<file path="config.mk">
export PLATFORM = sky130hd
export DESIGN_NAME = ps2_key_sequencer
export DESIGN_NICKNAME = d
export VERILOG_FILES = /design/src/rtl/ps2_key_sequencer.sv
export SDC_FILE = /design/constraint.sdc
export NUM_CORES = 1
export LEC_CHECK = 0
export CORE_MARGIN = 4
export CORE_UTILIZATION = 50
export CTS_CLUSTER_DIAMETER = 30
export DETAILED_ROUTE_END_ITERATION = 12
export GPL_TIMING_DRIVEN = 1
export PLACE_DENSITY_LB_ADDON = 0.3
export RECOVER_POWER = 50
export SETUP_SLACK_MARGIN = 0.15
export SLEW_MARGIN = 0
export SYNTH_ARGS = -nofsm -noshare
export SYNTH_HDL_FRONTEND = slang
export SYNTH_SLANG_ARGS = --single-unit
</file>
<file path="constraint.sdc">
create_clock -name clk -period 4.1 [get_ports clk]
set_input_delay 0.615 -clock clk [delete_from_list [all_inputs] [get_ports clk]]
set_output_delay 0.615 -clock clk [all_outputs]
set_load 0.02 [all_outputs]
</file>
<file path="src/rtl/ps2_key_sequencer.sv">
// ps2_key_sequencer
//
// Turns the raw PS/2 scan-byte stream into key events. The block decodes the
// E0 (extended) and F0 (break) prefixes, optionally drops typematic repeats of
// the key that is currently held, and queues the events in a FIFO. The FIFO is
// read by a valid/ready consumer.
//
// Parameters
//   DEPTH            event FIFO depth (power of 2, >= 2)
//   SUPPRESS_REPEAT  1: a make event for the key already held is dropped
//
// Ports
//   clk           clock
//   resetn        synchronous, active-low reset
//   rx_valid      one-cycle pulse, rx_byte holds a frame-checked byte
//   rx_byte       received scan byte
//   rx_err        one-cycle pulse, frame/parity error (beats rx_valid)
//   evt_valid     FIFO head holds an event
//   evt_ready     consumer accepts the head event
//   evt_code      scan code of the head event
//   evt_ext       head event had the E0 prefix
//   evt_break     head event is a release
//   held_valid    a key is currently held
//   held_code     {ext,code} of the last accepted make
//   press_count   accepted make events, wraps modulo 256
//   fifo_level    number of stored events, 0..DEPTH
//   overflow      sticky, an event was dropped on a full FIFO
//   clr_overflow  clears overflow (a same-edge set wins)

module ps2_key_sequencer #(
  parameter int DEPTH           = 8,
  parameter bit SUPPRESS_REPEAT = 1'b1
) (
  input  logic                     clk,
  input  logic                     resetn,
  input  logic                     rx_valid,
  input  logic [7:0]               rx_byte,
  input  logic                     rx_err,
  output logic                     evt_valid,
  input  logic                     evt_ready,
  output logic [7:0]               evt_code,
  output logic                     evt_ext,
  output logic                     evt_break,
  output logic                     held_valid,
  output logic [8:0]               held_code,
  output logic [7:0]               press_count,
  output logic [$clog2(DEPTH):0]   fifo_level,
  output logic                     overflow,
  input  logic                     clr_overflow
);

  localparam int AW = $clog2(DEPTH);
  localparam logic [AW:0] LVL_FULL = (AW+1)'(DEPTH);

  localparam logic [1:0] IDLE   = 2'd0;
  localparam logic [1:0] S_E0   = 2'd1;
  localparam logic [1:0] S_F0   = 2'd2;
  localparam logic [1:0] S_E0F0 = 2'd3;

  logic [1:0]    state;
  logic [1:0]    state_nxt;
  logic          dec_make;
  logic          dec_break;
  logic          dec_ext;

  logic [9:0]    mem [DEPTH];
  logic [AW-1:0] wr_ptr;
  logic [AW-1:0] rd_ptr;

  logic [8:0]    key;
  logic          repeat_hit;
  logic          accept_make;
  logic          push;
  logic          pop;
  logic          full;
  logic          wr_en;
  logic          drop;

  // Prefix decoder. A complete event is recognised on the same edge that
  // samples its final byte; prefixes only move the state. An error frame
  // abandons any partial sequence.
  always_comb begin
    state_nxt = state;
    dec_make  = 1'b0;
    dec_break = 1'b0;
    dec_ext   = 1'b0;
    if (rx_err) begin
      state_nxt = IDLE;
    end else if (rx_valid) begin
      case (state)
        IDLE: begin
          if (rx_byte == 8'hE0) begin
            state_nxt = S_E0;
          end else if (rx_byte == 8'hF0) begin
            state_nxt = S_F0;
          end else if (rx_byte == 8'hAA || rx_byte == 8'hFA || rx_byte == 8'hFE ||
                       rx_byte == 8'h00 || rx_byte == 8'hFF) begin
            // Keyboard status/ack bytes carry no key information.
            state_nxt = IDLE;
          end else begin
            dec_make = 1'b1;
          end
        end
        S_E0: begin
          if (rx_byte == 8'hF0) begin
            state_nxt = S_E0F0;
          end else begin
            dec_make  = 1'b1;
            dec_ext   = 1'b1;
            state_nxt = IDLE;
          end
        end
        S_F0: begin
          // F0 followed by E0 is out of order; the sequence is discarded.
          if (rx_byte != 8'hE0) begin
            dec_break = 1'b1;
          end
          state_nxt = IDLE;
        end
        default: begin
          dec_break = 1'b1;
          dec_ext   = 1'b1;
          state_nxt = IDLE;
        end
      endcase
    end
  end

  // Repeat filter and FIFO handshake. A full FIFO still accepts a push when
  // the head is popped on the same edge, so only a push without a pop drops.
  always_comb begin
    key         = {dec_ext, rx_byte};
    repeat_hit  = SUPPRESS_REPEAT && held_valid && (key == held_code);
    accept_make = dec_make & ~repeat_hit;
    push        = dec_break | accept_make;
    pop         = evt_valid & evt_ready;
    full        = (fifo_level == LVL_FULL);
    wr_en       = push & (~full | pop);
    drop        = push & full & ~pop;
  end

  always_ff @(posedge clk) begin
    if (!resetn) begin
      state       <= IDLE;
      wr_ptr      <= '0;
      rd_ptr      <= '0;
      fifo_level  <= '0;
      held_valid  <= 1'b0;
      held_code   <= 9'd0;
      press_count <= 8'd0;
      overflow    <= 1'b0;
    end else begin
      state <= state_nxt;

      if (wr_en) begin
        wr_ptr <= wr_ptr + AW'(1);
      end
      if (pop) begin
        rd_ptr <= rd_ptr + AW'(1);
      end
      if (wr_en && !pop) begin
        fifo_level <= fifo_level + (AW+1)'(1);
      end else if (pop && !wr_en) begin
        fifo_level <= fifo_level - (AW+1)'(1);
      end

      // Held-key tracking is independent of whether the FIFO had room.
      if (accept_make) begin
        press_count <= press_count + 8'd1;
        held_code   <= key;
        held_valid  <= 1'b1;
      end else if (dec_break && key == held_code) begin
        held_valid <= 1'b0;
      end

      if (drop) begin
        overflow <= 1'b1;
      end else if (clr_overflow) begin
        overflow <= 1'b0;
      end
    end
  end

  // Event storage needs no reset; its contents are only visible while valid.
  always_ff @(posedge clk) begin
    if (wr_en) begin
      mem[wr_ptr] <= {dec_ext, dec_break, rx_byte};
    end
  end

  assign evt_valid = (fifo_level != '0);
  assign evt_ext   = mem[rd_ptr][9];
  assign evt_break = mem[rd_ptr][8];
  assign evt_code  = mem[rd_ptr][7:0];

endmodule
</file>
==> results.yml, run 1 <==
outcome:
  status: "finished clean"
clocking:
  cts_buffers: 17
  cts_root_buffer: "clkbuf_8"
  cts_sinks: 114
  cts_buffer_depth: 2
  hold_buffers: 0
  cts_setup_buffers: 0
  clkSlewWorstSetupHoldPaths_ns: 0.06
  post_cts_resized: 0
  h-tree-depth: 4
  clkLatencyLatePin_ns: 0.51
  cts_tree: "yes"
route:
  wl_per_cell_um: 18.67
  vias_per_cell: 5.653
  dr.pass1.iters: 5
  drtIter0Drc: 188
  vias: 3075
  routed_wl_um: 10160
  drc: 0
  drt.antenna.violating_nets: 0
grt:
  grt-ovfl-total: 0
  grt_antenna_before_repair: 0
  grt_max_degree: 28
  grt_pass1_vias: 3207
  grt_usage_pct: 19.78
  grt_pass1_wl_um: 16790
floorplan:
  fp.dieH_um: 106.3
  core_um2: 9328
  start_util_pct: 51.84
  ios: 48
  die-area_um2: 11310
  die_w_um: 106.3
  rows: 35
min_path:
  timing.hold.worst.class: "register to register"
  whs_path_depth: 2
worst_setup_path:
  slowest_stage: "clkdlybuf4s50_1"
  critPathTopFamily: "buffers and inverters"
  worst_ep_required_time_ns: 4.52
  crit_fanout: 11
  worst-r2r-cell-count: 13
  path_depth: 16
  critPathKind: "input port to register"
  crit_path_cell_trace: "clkdlybuf4s50_1, clkbuf_1, xnor2_1, nand3_1, nor3_1, a21oi_1, o21ai_1, inv_1, ha_1, inv_1, ha_1, a21o_1, a21oi_1, xnor2_1, or3_1, a21oi_1"
  critPathMaxStageDelay_ns: 0.53
  crit_path_start_kind: "input port"
  crit_buf_inv: 4
  cp_common_cell: "a21oi_1"
  endpoint_kind: "register"
  crit_arrival_ns: 4.10
cells_and_area:
  area_delta_synth_final_pct: 28.25
  postLayoutCoreUtil_pct: 66.49
  final_common_cell: "edfxtp_1"
  final_layout_size_suffix_gt1_share_pct: 20.48
  fin_nets: 423
  layout_common_cells: "edfxtp_1, dfxtp_1, dlygate4sd3_1"
  insertedDiodeCount: 0
logic_synthesis:
  ys_async_sr_fraction_pct: 0
  synth_nets: 342
  avgSynthCellArea_um2: 15.07
  synthFlopType: "edfxtp_1"
  synth_cells: 321
  synth.distinct_cells: 51
  syn_area_um2: 4836
  synthTopCellsByArea: "edfxtp_1, dfxtp_1, mux4_2"
  ys_seq_area_share_pct: 63.75
  yosys_warnings: 0
  synth_edf_count: 80
  synth_top_cell_by_area: "edfxtp_1"
  yosys.area.top_type_share_pct: 49.68
  ys_ff_latch: 114
sta:
  post-route-min-period_ns: 3.676
  relSlewSlack_pct: 32.13
  slew_viol_final: 0
  hold_violations: 0
  tightest_slew_ns: 1.014
  rsz0062_at_grt: "false"
  setup-violations-final: 0
  fin_setup_tns_ns: 0
  finalCritPeriodShare_pct: 89.66
  finalClockSkew_ns: 0.009964
  fmax_mhz: 272.0
power:
  powerDensity_nw_per_um2: 557.5
  finalPower_w: 0.003458
  peakVddDrop_mv: 0.2999
  total_leakage_power_nw: 2.179
placed_design:
  place.gp.congestion: 0.8904
  dp_hpwl_um: 6571
  io_buffers: 47
job:
  max_cap_violations: 0
-- power breakdown --
part / leakage, nW / internal (W) / switching [W] / total, W
combinational: 0.889 / 0.000301 / 0.000298 / 0.000599
clock: 0.287 / 0.00105 / 0.000504 / 0.00155
sequential: 1.00 / 0.00127 / 0.0000343 / 0.00131
total: 2.18 / 0.00262 / 0.000836 / 0.00346
-- path summary, 6_finish.rpt --
check                                           start                    endpoint  slack [ns]
worst max-delay path                       rx_byte[3]  fifo_level[3]$_SDFFE_PN0P_        0.42
worst min-delay path            overflow$_SDFFE_PN0P_       overflow$_SDFFE_PN0P_        0.47
worst max register to register  state[0]$_SDFFE_PP0P_  fifo_level[3]$_SDFFE_PN0P_        1.15
worst min register to register  overflow$_SDFFE_PN0P_       overflow$_SDFFE_PN0P_        0.47
-- layer usage --
layer	track usage, %	routed length [µm]	share of wire (%)	vias to the layer above
met5	0	0	0	-
met2	32.81	5129	51	126
met1	24.94	4293	42	1503
met4	6.938	139	1.4	0
met3	5.525	593	5.8	14
li1	-	-	-	1432
-- synthesized netlist by cell type, types with 2 or more instances --
master	n
a21oi_1	15
a31oi_1	2
and3_1	2
and3b_1	2
buf_1	2
buf_6	2
clkbuf_1	6
dfxtp_1	34
edfxtp_1	80
ha_1	6
inv_1	6
mux2_2	10
mux2i_1	12
mux4_2	20
nand2_1	8
nand2b_1	4
nand3_1	10
nand3b_1	3
nand4_1	4
nor2_1	23
nor3_1	7
nor3b_1	2
nor4_1	4
nor4b_1	2
o211ai_1	2
o21ai_0	6
o21ai_1	3
o31ai_1	2
or3_1	6
or4_1	3
xnor2_1	10
xor2_1	4
-- cell type report --
type | instances | area (µm²)
sequential | 114 | 3083
timing repair buffer | 73 | 628.1
tap | 129 | 161.4
clock buffer | 19 | 421.7
fill | 660 | 3126
multi-input combinational | 189 | 1673
clock inverter | 13 | 209.0
inverter | 7 | 26.28
-- worst reg2reg max path, cell delays in order (launching register included) --
cell and delay, ns:
dfxtp_1 0.44, nand3b_1 0.16, a311o_2 0.45, o21ai_1 0.20
o21ai_1 0.11, inv_1 0.08, ha_1 0.18, inv_1 0.09
ha_1 0.29, a21o_1 0.18, a21oi_1 0.17, xnor2_1 0.09
or3_1 0.30, a21oi_1 0.14
-- flip-flops by register name (all words and copies together), names as in the netlist, named ones only --
name	cells
overflow	1
fifo_level	4
held_code	9
held_valid	1
wr_ptr	3
press_count	8
rd_ptr	3
state	2
mem	80
-- cells by family after synthesis --
| logic type | share of synthesized area (%) |
|---|---|
| DFF | 63.75 |
| xor gates and xnor gates | 2.535 |
| AOI/OAI and AO/OA | 6.261 |
| buffers and inverters | 2.044 |
| adders and majority gates | 1.966 |
| and+or+nand+nor | 9.314 |
| muxes | 14.13 |
-- through the flow --
step / cell area [µm²] / cells / hold WS (ns) / setup slack [ns]
2_1_floorplan: 4836 / 321 / 0.4541 / 0.6321
3_3_place_gp: 5609 / 512 / 0.4545 / 0.1345
3_5_place_dp: 5609 / 512 / 0.4623 / 0.06782
4_1_cts: 6240 / 544 / 0.4798 / 0.5861
5_1_grt: 6202 / 544 / 0.4976 / 0.1770
6_report: 6202 / 544 / 0.4714 / 0.4237
No activity file was read; power rests on OpenSTA's default activity.
==> inputs of run 2 (changes only) <==
- CORE_UTILIZATION: 50 -> 56
- CTS_CLUSTER_DIAMETER: 30 -> default
==> results.yml, run 2 (synthesis results as in run 1) <==
clocking:
  clkSlewWorstSetupHoldPaths_ns: 0.06
  cts_buffers: 17
  clkLatencyLatePin_ns: 0.51
  cts_root_buffer: "clkbuf_8"
  cts_tree: "yes"
  h-tree-depth: 4
  cts_sinks: 114
  cts_buffer_depth: 2
  hold_buffers: 0
worst_setup_path:
  reg2reg_slack_ns: 1.05
  crit_fanout: 11
  crit_arrival_ns: 4.09
  worst-r2r-cell-count: 14
  critPathKind: "input port to register"
  crit_path_start_kind: "input port"
  endpoint_kind: "register"
  worst_ep_required_time_ns: 4.51
  rr_endpoint: "fifo_level[3]$_SDFFE_PN0P_"
  r2r-start: "held_code[4]$_SDFFE_PN0P_"
outcome:
  status: "finished clean"
power:
  pwr-share-seq_pct: 40.0
  power_frac_clock_pct: 42.7
  switching_power_w: 0.0008223
  intPower_w: 0.002490
  power_frac_comb_pct: 17.3
  peakVddDrop_mv: 0.3332
  powerDensity_nw_per_um2: 541.9
  total_leakage_power_nw: 2.173
  switching_share_pct: 24.83
sta:
  rsz0062_at_grt: "false"
  tightest_slew_ns: 1.096
  finalCritPeriodShare_pct: 89.71
  relSlewSlack_pct: 26.63
  finalClockSkew_ns: 0.007826
  slew_viol_final: 0
  whs_ns: 0.4664
  hold_violations: 0
  fmax_mhz: 271.9
  setup-violations-final: 0
  post-route-min-period_ns: 3.678
grt:
  grt_usage_pct: 21.35
  grt_max_degree: 28
  grt_antenna_before_repair: 0
  grt_pass1_wl_um: 16220
  grt-ovfl-total: 0
  grt_pass1_vias: 3074
cells_and_area:
  final_layout_size_suffix_gt1_share_pct: 20.92
  fin_nets: 419
  area_delta_synth_final_pct: 26.39
  n_fill_cell: 531
  insertedDiodeCount: 0
  final_common_cell: "edfxtp_1"
  regMostFlops: "mem"
  postLayoutCoreUtil_pct: 73.65
  layout_common_cells: "edfxtp_1, dfxtp_1, dlygate4sd3_1"
  largest_reg_flops: 80
  top_regs: "mem x80, held_code x9, press_count x8"
min_path:
  min_from: "overflow$_SDFFE_PN0P_"
  whs_path_depth: 2
  hold_end: "overflow$_SDFFE_PN0P_"
  timing.hold.worst.class: "register to register"
route:
  routed_wl_um: 9947
  drt.antenna.violating_nets: 0
  met2_length_um: 5099
  top_layer: "met4"
  vias: 2991
  wl_per_cell_um: 19.28
  met1_length_um: 4181
  vias_per_cell: 5.797
  dr.pass1.iters: 4
  drtIter0Drc: 202
  drc: 0
  wl_met3_um: 556
placed_design:
  dp_hpwl_um: 6409
  place.gp.congestion: 0.9131
  io_buffers: 47
floorplan:
  die_w_um: 100.9
  ios: 48
  start_util_pct: 58.27
  core_um2: 8299
  fp.dieH_um: 100.9
  die-area_um2: 10190
  rows: 33
job:
  max_cap_violations: 0
[run 2: cell types whose count changed in the layout (fill, tap and decap cells not counted), moves of 2 or more]
cell,delta
clkinvlp_4,-5
clkinv_4,+5
clkinv_1,+3
clkbuf_1,-6
bufinv_16,-2
clkinv_2,+2
[run 2: per-layer routing]
layer | GRT usage (%) | vias up
li1 | - | 1424
met1 | 26.96 | 1471
met4 | 7.975 | 0
met3 | 6.159 | 9
met2 | 35.14 | 87
met5 | 0 | -
[run 2: how the worst max path moves through the flow]
stage	from	end	slack, ns	depth (start not counted)
5_1_grt	rx_byte[4]	fifo_level[3]$_SDFFE_PN0P_	0.20	14
3_3_place_gp	rx_byte[2]	fifo_level[3]$_SDFFE_PN0P_	0.09	14
6_report	rx_byte[4]	fifo_level[3]$_SDFFE_PN0P_	0.42	14
4_1_cts	rx_byte[2]	fifo_level[3]$_SDFFE_PN0P_	0.38	15
3_5_place_dp	rx_byte[2]	fifo_level[3]$_SDFFE_PN0P_	-0.09	15
2_1_floorplan	rx_byte[0]	fifo_level[3]$_SDFFE_PN0P_	0.63	13
[run 2: layout make-up]
type                       count  area (µm²)  area share [%]
clock buffer                  17       414.1           6.776
clock inverter                15       167.7           2.743
inverter                       7       26.28          0.4299
multi-input combinational    189        1679           27.47
sequential                   114        3083           50.44
tap                          105       131.4           2.149
timing repair buffer          69       610.6           9.990
[run 2: what timing repair did]
item / 4_1_cts / 5_1_grt
endpoints found under the setup margin: 0 / 1
gates resized for setup: 0 / 2
buffers inserted: 0 / 0
[run 2: power groups by stage]
| stage | registers [W] | logic (W) | clock network [W] |
|---|---|---|---|
| 2_1_floorplan | 0.00135 | 0.000377 | 0 |
| 3_3_place_gp | 0.00135 | 0.000580 | 0 |
| 3_5_place_dp | 0.00135 | 0.000589 | 0 |
| 4_1_cts | 0.00133 | 0.000592 | 0.00143 |
| 5_1_grt | 0.00133 | 0.000624 | 0.00149 |
| 6_report | 0.00133 | 0.000573 | 0.00141 |
[run 2: worst max-delay path: stages]
cell           delay, ns
dlygate4sd3_1       0.79
clkbuf_1            0.47
a311o_2             0.36
o21ai_1             0.11
o21ai_1             0.19
inv_1               0.07
ha_1                0.21
inv_1               0.11
ha_1                0.24
a21o_1              0.17
a21oi_1             0.19
xnor2_1             0.10
or3_1               0.30
a21oi_1             0.15
[run 2: per-stage QoR]
stage               cells  total power [W]  setup slack [ns]  instance area [µm²]  setup TNS, ns
finish                516         0.003312            0.4220                 6112              0
global route          516         0.003445            0.1966                 6112              0
CTS                   516         0.003348            0.3761                 6131              0
detailed placement    484         0.001940          -0.08867                 5549       -0.08867
global placement      484         0.001929           0.09096                 5549              0
floorplan             321         0.001723            0.6321                 4836              0
==> inputs of run 3 (changes only) <==
- HOLD_SLACK_MARGIN: default -> 0.03
==> results of run 3 <==
Same layout as run 2: the final DEF is identical, and so are final timing and power.
